## src/rtl/ay_bus_master.sv

```systemverilog
// Bus initiator for the AY/YM PSG: turns single register-access requests into latch/write/read bus cycles.
// Optional address cache is enabled by defining AYM_ADDR_CACHE_EN.
module ay_bus_master #(
   parameter int unsigned HOLD_TICKS = 1,
   parameter int unsigned GAP_TICKS  = 1
) (
   input  logic       clk,
   input  logic       rst_n,
   input  logic       clken,
   input  logic       req_valid,
   output logic       req_ready,
   input  logic       req_wr,
   input  logic [7:0] req_addr,
   input  logic [7:0] req_data,
   output logic       rsp_valid,
   output logic [7:0] rsp_data,
   output logic       a8,
   output logic       bdir,
   output logic       bc2,
   output logic       bc1,
   output logic [7:0] bus_dout,
   input  logic [7:0] bus_din,
   input  logic       bus_oe_n,
   output logic       busy,
   input  logic       cache_inval
);

   localparam int unsigned CW = 4;
   localparam logic [CW-1:0] HOLD_LAST = CW'(HOLD_TICKS - 1);
   localparam logic [CW-1:0] GAP_LAST  = CW'(GAP_TICKS - 1);

   localparam logic [2:0] BUS_LATCH    = 3'b111;
   localparam logic [2:0] BUS_WRITE    = 3'b110;
   localparam logic [2:0] BUS_READ     = 3'b011;
   localparam logic [2:0] BUS_INACTIVE = 3'b010;

   typedef enum logic [2:0] {
      S_IDLE, S_LATCH, S_GAP1, S_WRITE, S_READ, S_GAP2
   } state_t;

   state_t        state, state_d;
   logic [CW-1:0] cnt, cnt_d;
   logic          wr_q, wr_d;
   logic [7:0]    addr_q, addr_d;
   logic [7:0]    data_q, data_d;
   logic          req_ready_d, busy_d, rsp_valid_d, a8_d;
   logic [7:0]    rsp_data_d, bus_dout_d;
   logic [2:0]    code_d;
   logic          hit_c;

`ifdef AYM_ADDR_CACHE_EN
   logic [7:0] last_addr;
   logic       cache_ok;
   logic       latch_done_c;

   assign latch_done_c = (state == S_LATCH) && clken && (cnt == HOLD_LAST);
   assign hit_c        = cache_ok && (req_addr == last_addr);

   // Remember the most recently latched address; an invalidate wins over a completing latch
   always_ff @(posedge clk or negedge rst_n) begin
      if (!rst_n) begin
         last_addr <= 8'h00;
         cache_ok  <= 1'b0;
      end else begin
         if (latch_done_c) last_addr <= addr_q;
         if (cache_inval)       cache_ok <= 1'b0;
         else if (latch_done_c) cache_ok <= 1'b1;
      end
   end
`else
   logic unused_cache_inval;
   assign unused_cache_inval = cache_inval;
   assign hit_c              = 1'b0;
`endif

   // Next state, phase counter and next registered outputs
   always_comb begin
      state_d     = state;
      cnt_d       = cnt;
      wr_d        = wr_q;
      addr_d      = addr_q;
      data_d      = data_q;
      rsp_valid_d = 1'b0;
      rsp_data_d  = rsp_data;
      a8_d        = 1'b0;
      code_d      = BUS_INACTIVE;
      bus_dout_d  = bus_dout;
      req_ready_d = 1'b0;
      busy_d      = 1'b1;

      case (state)
         S_IDLE: begin
            if (req_valid && req_ready) begin
               wr_d    = req_wr;
               addr_d  = req_addr;
               data_d  = req_data;
               state_d = hit_c ? (req_wr ? S_WRITE : S_READ) : S_LATCH;
            end
         end
         S_LATCH: if (clken && cnt == HOLD_LAST) state_d = S_GAP1;
         S_GAP1:  if (clken && cnt == GAP_LAST)  state_d = wr_q ? S_WRITE : S_READ;
         S_WRITE: if (clken && cnt == HOLD_LAST) state_d = S_GAP2;
         S_READ: begin
            if (clken && cnt == HOLD_LAST) begin
               state_d     = S_GAP2;
               rsp_valid_d = 1'b1;
               rsp_data_d  = bus_oe_n ? 8'hFF : bus_din;
            end
         end
         S_GAP2:  if (clken && cnt == GAP_LAST)  state_d = S_IDLE;
         default: state_d = S_IDLE;
      endcase

      if (state_d != state)                 cnt_d = '0;
      else if (clken && state != S_IDLE)    cnt_d = cnt + CW'(1);

      // Bus outputs reflect the state being entered so they change with the state register
      case (state_d)
         S_IDLE: begin
            req_ready_d = 1'b1;
            busy_d      = 1'b0;
         end
         S_LATCH: begin
            a8_d       = 1'b1;
            code_d     = BUS_LATCH;
            bus_dout_d = addr_d;
         end
         S_WRITE: begin
            a8_d       = 1'b1;
            code_d     = BUS_WRITE;
            bus_dout_d = data_d;
         end
         S_READ: begin
            a8_d       = 1'b1;
            code_d     = BUS_READ;
            bus_dout_d = 8'h00;
         end
         default: ;
      endcase
   end

   always_ff @(posedge clk or negedge rst_n) begin
      if (!rst_n) begin
         state            <= S_IDLE;
         cnt              <= '0;
         wr_q             <= 1'b0;
         addr_q           <= 8'h00;
         data_q           <= 8'h00;
         req_ready        <= 1'b1;
         busy             <= 1'b0;
         rsp_valid        <= 1'b0;
         rsp_data         <= 8'hFF;
         a8               <= 1'b0;
         {bdir, bc2, bc1} <= BUS_INACTIVE;
         bus_dout         <= 8'h00;
      end else begin
         state            <= state_d;
         cnt              <= cnt_d;
         wr_q             <= wr_d;
         addr_q           <= addr_d;
         data_q           <= data_d;
         req_ready        <= req_ready_d;
         busy             <= busy_d;
         rsp_valid        <= rsp_valid_d;
         rsp_data         <= rsp_data_d;
         a8               <= a8_d;
         {bdir, bc2, bc1} <= code_d;
         bus_dout         <= bus_dout_d;
      end
   end

endmodule

```

## config.mk

```make
export PLATFORM = sky130hd
export DESIGN_NAME = ay_bus_master
export DESIGN_NICKNAME = d
export VERILOG_FILES = /design/src/rtl/ay_bus_master.sv
export SDC_FILE = /design/constraint.sdc
export NUM_CORES = 1
export LEC_CHECK = 0
export BUFFER_PORTS_ARGS = -buffer_cell sky130_fd_sc_hd__buf_2
export CORE_ASPECT_RATIO = 1.1
export CORE_MARGIN = 2
export CORE_UTILIZATION = 50
export DETAILED_ROUTE_END_ITERATION = 12
export PLACE_DENSITY = 0.76
export SETUP_SLACK_MARGIN = 0.15
export SLEW_MARGIN = 20
export SYNTH_ARGS = -nofsm -noshare
export SYNTH_HDL_FRONTEND = slang
export SYNTH_SLANG_ARGS = --single-unit
```

## constraint.sdc

```tcl
create_clock -name clk -period 5.29 [get_ports clk]
set_input_delay 0.529 -clock clk [delete_from_list [all_inputs] [get_ports clk]]
set_output_delay 0.529 -clock clk [all_outputs]
set_load 0.005 [all_outputs]
```

==> flow_summary_export.csv <==
group,metric,value,unit
status,outcome,"finished, final reports clean",
global_routing,use_met2,32.0,%
flow_run,cap_violations,0,
yosys,syn_area,0.00205,sq mm
sta,fin_ws,2.26,ns
critical_path,required,5.52,ns
placed_design,postPlaceCellArea,0.00230,sq mm
clock_network,clk_pin_slew,0.08,ns
route,via_per_inst,5.12,
yosys,synthCells,196,
global_routing,grt_pass1_wl,6.47,mm
clock_network,clkSinkCount,46,
floorplanning,coreArea,0.00396,sq mm
power,power.total,1.52,mW
placed_design,io_buffer_count,51,
route,via_count,1515,
global_routing,antenna_found_initial,0,
clock_network,h-tree-depth,2,
critical_path,crit_start,"cnt[0]",
placed_design,pre_cts_slack,2.25,ns
critical_path,worstPathMaxFanout,11,
sta,relSlewSlack,32.9,%
clock_network,clk_path_buf_depth,2,
critical_path,start_kind,"flip-flop",
clock_network,cts_root_buf,"clkbuf_8",
floorplanning,io_pins,54,
sta,fin_skew,0.0116,ns
floorplanning,die_w,65.0,um
sta,worst_slew_pin_slew,1.00,ns
power,power.switching,537,uW
finish,n_antenna_cell,0,
route,drc,0,
floorplanning,row_count,24,
yosys,syn_nets,229,
route,wl_per_cell,13.3,um
yosys,synth.avg_cell_area,10.5,sq um
power,p_seq_share,41.5,%
finish,most-common-layout-cells,"buf_2 (51), nand2_1 (38), dfrtp_1 (37)",
route,first_iter_violations,100,
route,routed_wl,3.93,mm
global_routing,grt_util_met1,21.4,%
finish,nFillCells,349,
sta,slew_violations,0,
critical_path,crit_type,"flip-flop to flip-flop",
placed_design,dp_hpwl,2.69,mm
global_routing,grt_pass1_vias,1501,
sta,hold_viol_final,0,
clock_network,cts_tree,"built",
placed_design,gp_congestion,0.819,
finish,post-route-cell-area,0.00241,sq mm
critical_path,cp-end-kind,"flip-flop",
floorplanning,start_util,51.7,%
floorplanning,die_y,71.1,um
clock_network,clk_latency,0.30,ns
yosys,yosys_warnings,0,
global_routing,grt_max_degree,47,
route,drt.antenna.violating_nets,0,
global_routing,use_met3,4.93,%
worst_hold_path,hold_path_class,"primary input to asynchronous set/reset pin",
power,internal_power,981,uW
critical_path,reg2reg_from,"cnt[0]",
power,peakVddDrop,0.000218,V
clock_network,post_cts_buffers,0,
yosys,ys_seq_area_share,56.8,%
yosys,ys_types,36,
clock_network,cts_buffers,5,
global_routing,top_usage_layer,"met2",
finish,final_common_cell,"buf_2",
power,p_leak,1.21,nW
sta,fmax,330,MHz
power,switching_share,35.4,%
finish,layout-drive-gt1-share,33.2,%
power,p_per_area,629,mW/mm^2
sta,post-route-min-period,3.03,ns
floorplanning,die-area,0.00462,sq mm
global_routing,grt_overflow,0,
power,clkPwrFrac,17.4,%
clock_network,cts.repair.resized,0,
yosys,synth-seq-cells,46,
clock_network,ctsHoldBuffers,0,
sta,rsz0062_at_grt,"false",
critical_path,arrival,3.26,ns
finish,nets,276,
sta,finalCritPeriodShare,57.3,%
route,dr.pass1.iters,4,
global_routing,grt_usage,18.2,%
power,power_frac_comb,41.1,%
sta,setup_tns,0,ns
finish,area_growth,17.8,%
sta,setup_viol,0,
worst paths after layout:
check / to / slack, ns / depth (start not counted)
max: bus_dout[0] / 2.26 / 8
min: bus_dout[6] / 0.39 / 1
max reg2reg: bus_dout[0] / 2.26 / 8
min reg2reg: data_q[3] / 0.48 / 2
max in group asynchronous: data_q[1] / 4.31 / 1
min in group clk: wr_q / 0.43 / 3
per-layer routing:
metal  up-vias  wire (um)
met5         -          0
met2        40       2090
met3         4        210
met1       718       1580
met4         0         51
li1        753          -
cells in the mapped netlist:
| cell type | number | area share [%] |
|---|---|---|
| nor2b_1 | 3 | 0.92 |
| nor3_2 | 1 | 0.49 |
| a32oi_1 | 1 | 0.43 |
| a31oi_1 | 2 | 0.61 |
| o21ai_0 | 10 | 2.4 |
| nand3_1 | 14 | 3.4 |
| mux2_2 | 7 | 3.8 |
| buf_4 | 3 | 1.1 |
| clkinv_1 | 1 | 0.18 |
| o221a_2 | 1 | 0.55 |
| xnor2_1 | 1 | 0.43 |
| mux2_4 | 1 | 0.73 |
| buf_6 | 2 | 1.1 |
| and4bb_1 | 1 | 0.61 |
| a21oi_1 | 6 | 1.5 |
| clkbuf_1 | 2 | 0.37 |
| dfstp_2 | 9 | 12 |
| or3_1 | 2 | 0.61 |
| conb_1 | 1 | 0.18 |
| xor2_1 | 1 | 0.43 |
| dfrtp_1 | 37 | 45 |
| and3_4 | 1 | 0.55 |
| ha_1 | 2 | 1.2 |
| nand2_1 | 38 | 7.0 |
| and3_1 | 1 | 0.31 |
| and2b_1 | 1 | 0.37 |
| a32o_1 | 8 | 3.9 |
| nand2b_1 | 10 | 3.1 |
| buf_1 | 1 | 0.18 |
| mux2i_1 | 1 | 0.49 |
| inv_1 | 6 | 1.1 |
| o21ai_2 | 1 | 0.43 |
| nor2_1 | 15 | 2.7 |
| a211oi_4 | 1 | 0.98 |
| buf_2 | 3 | 0.73 |
| or2_2 | 1 | 0.31 |
flip-flops by register name, summed over array words and instances (netlist names):
register   count
a8             1
addr_q         8
bc1            1
bdir           1
bus_dout       8
busy           1
cnt            4
data_q         8
req_ready      1
rsp_data       8
rsp_valid      1
state          3
wr_q           1
cell families (layout without fill, tap and decap cells):
group	count (synthesis)	count (layout)	share of synthesized area, %
and+or+nand+nor	88	88	20.3
xor gates and xnor gates	2	2	0.855
DFF	46	46	56.8
adders and majority gates	2	2	1.22
muxes	9	9	5.07
AOI/OAI and AO/OA	30	30	10.8
buffers and inverters	18	66	4.76
other	1	1	0.183
cell type report:
class | count | area [sq um] | area share, %
clock buffers | 7 | 86.3 | 3.58
clock inverters | 1 | 30.0 | 1.24
inverters | 7 | 26.3 | 1.09
multi-input cells | 132 | 788 | 32.7
flip-flops and latches | 46 | 1160 | 48.2
well taps | 52 | 65.1 | 2.70
repair buffers | 51 | 255 | 10.6
power by group through the flow:
stage / clock, mW / combinational, mW / sequential, mW
3_5_place_dp: 0 / 0.629 / 0.637
2_1_floorplan: 0 / 0.478 / 0.612
6_report: 0.264 / 0.625 / 0.630
5_1_grt: 0.286 / 0.703 / 0.647
3_3_place_gp: 0 / 0.607 / 0.628
4_1_cts: 0.270 / 0.634 / 0.630
critical path: stages (launching register included):
cell and delay, ns:
dfrtp_1 0.40, inv_1 0.10, ha_1 0.15, and4bb_1 0.42, a21oi_1 0.11, a31oi_1 0.75
clkinv_1 0.62, nand3_1 0.24, a32o_1 0.18
per-stage QoR:
step,hold WS [ns],instances,utilization (%)
after global routing,0.414,296,60.9
after floorplan,0.233,196,-
after global placement,0.452,288,58.0
after detailed placement,0.457,288,58.0
after CTS,0.418,296,60.9
final,0.389,296,60.9
(Power assumes the default switching activity.)
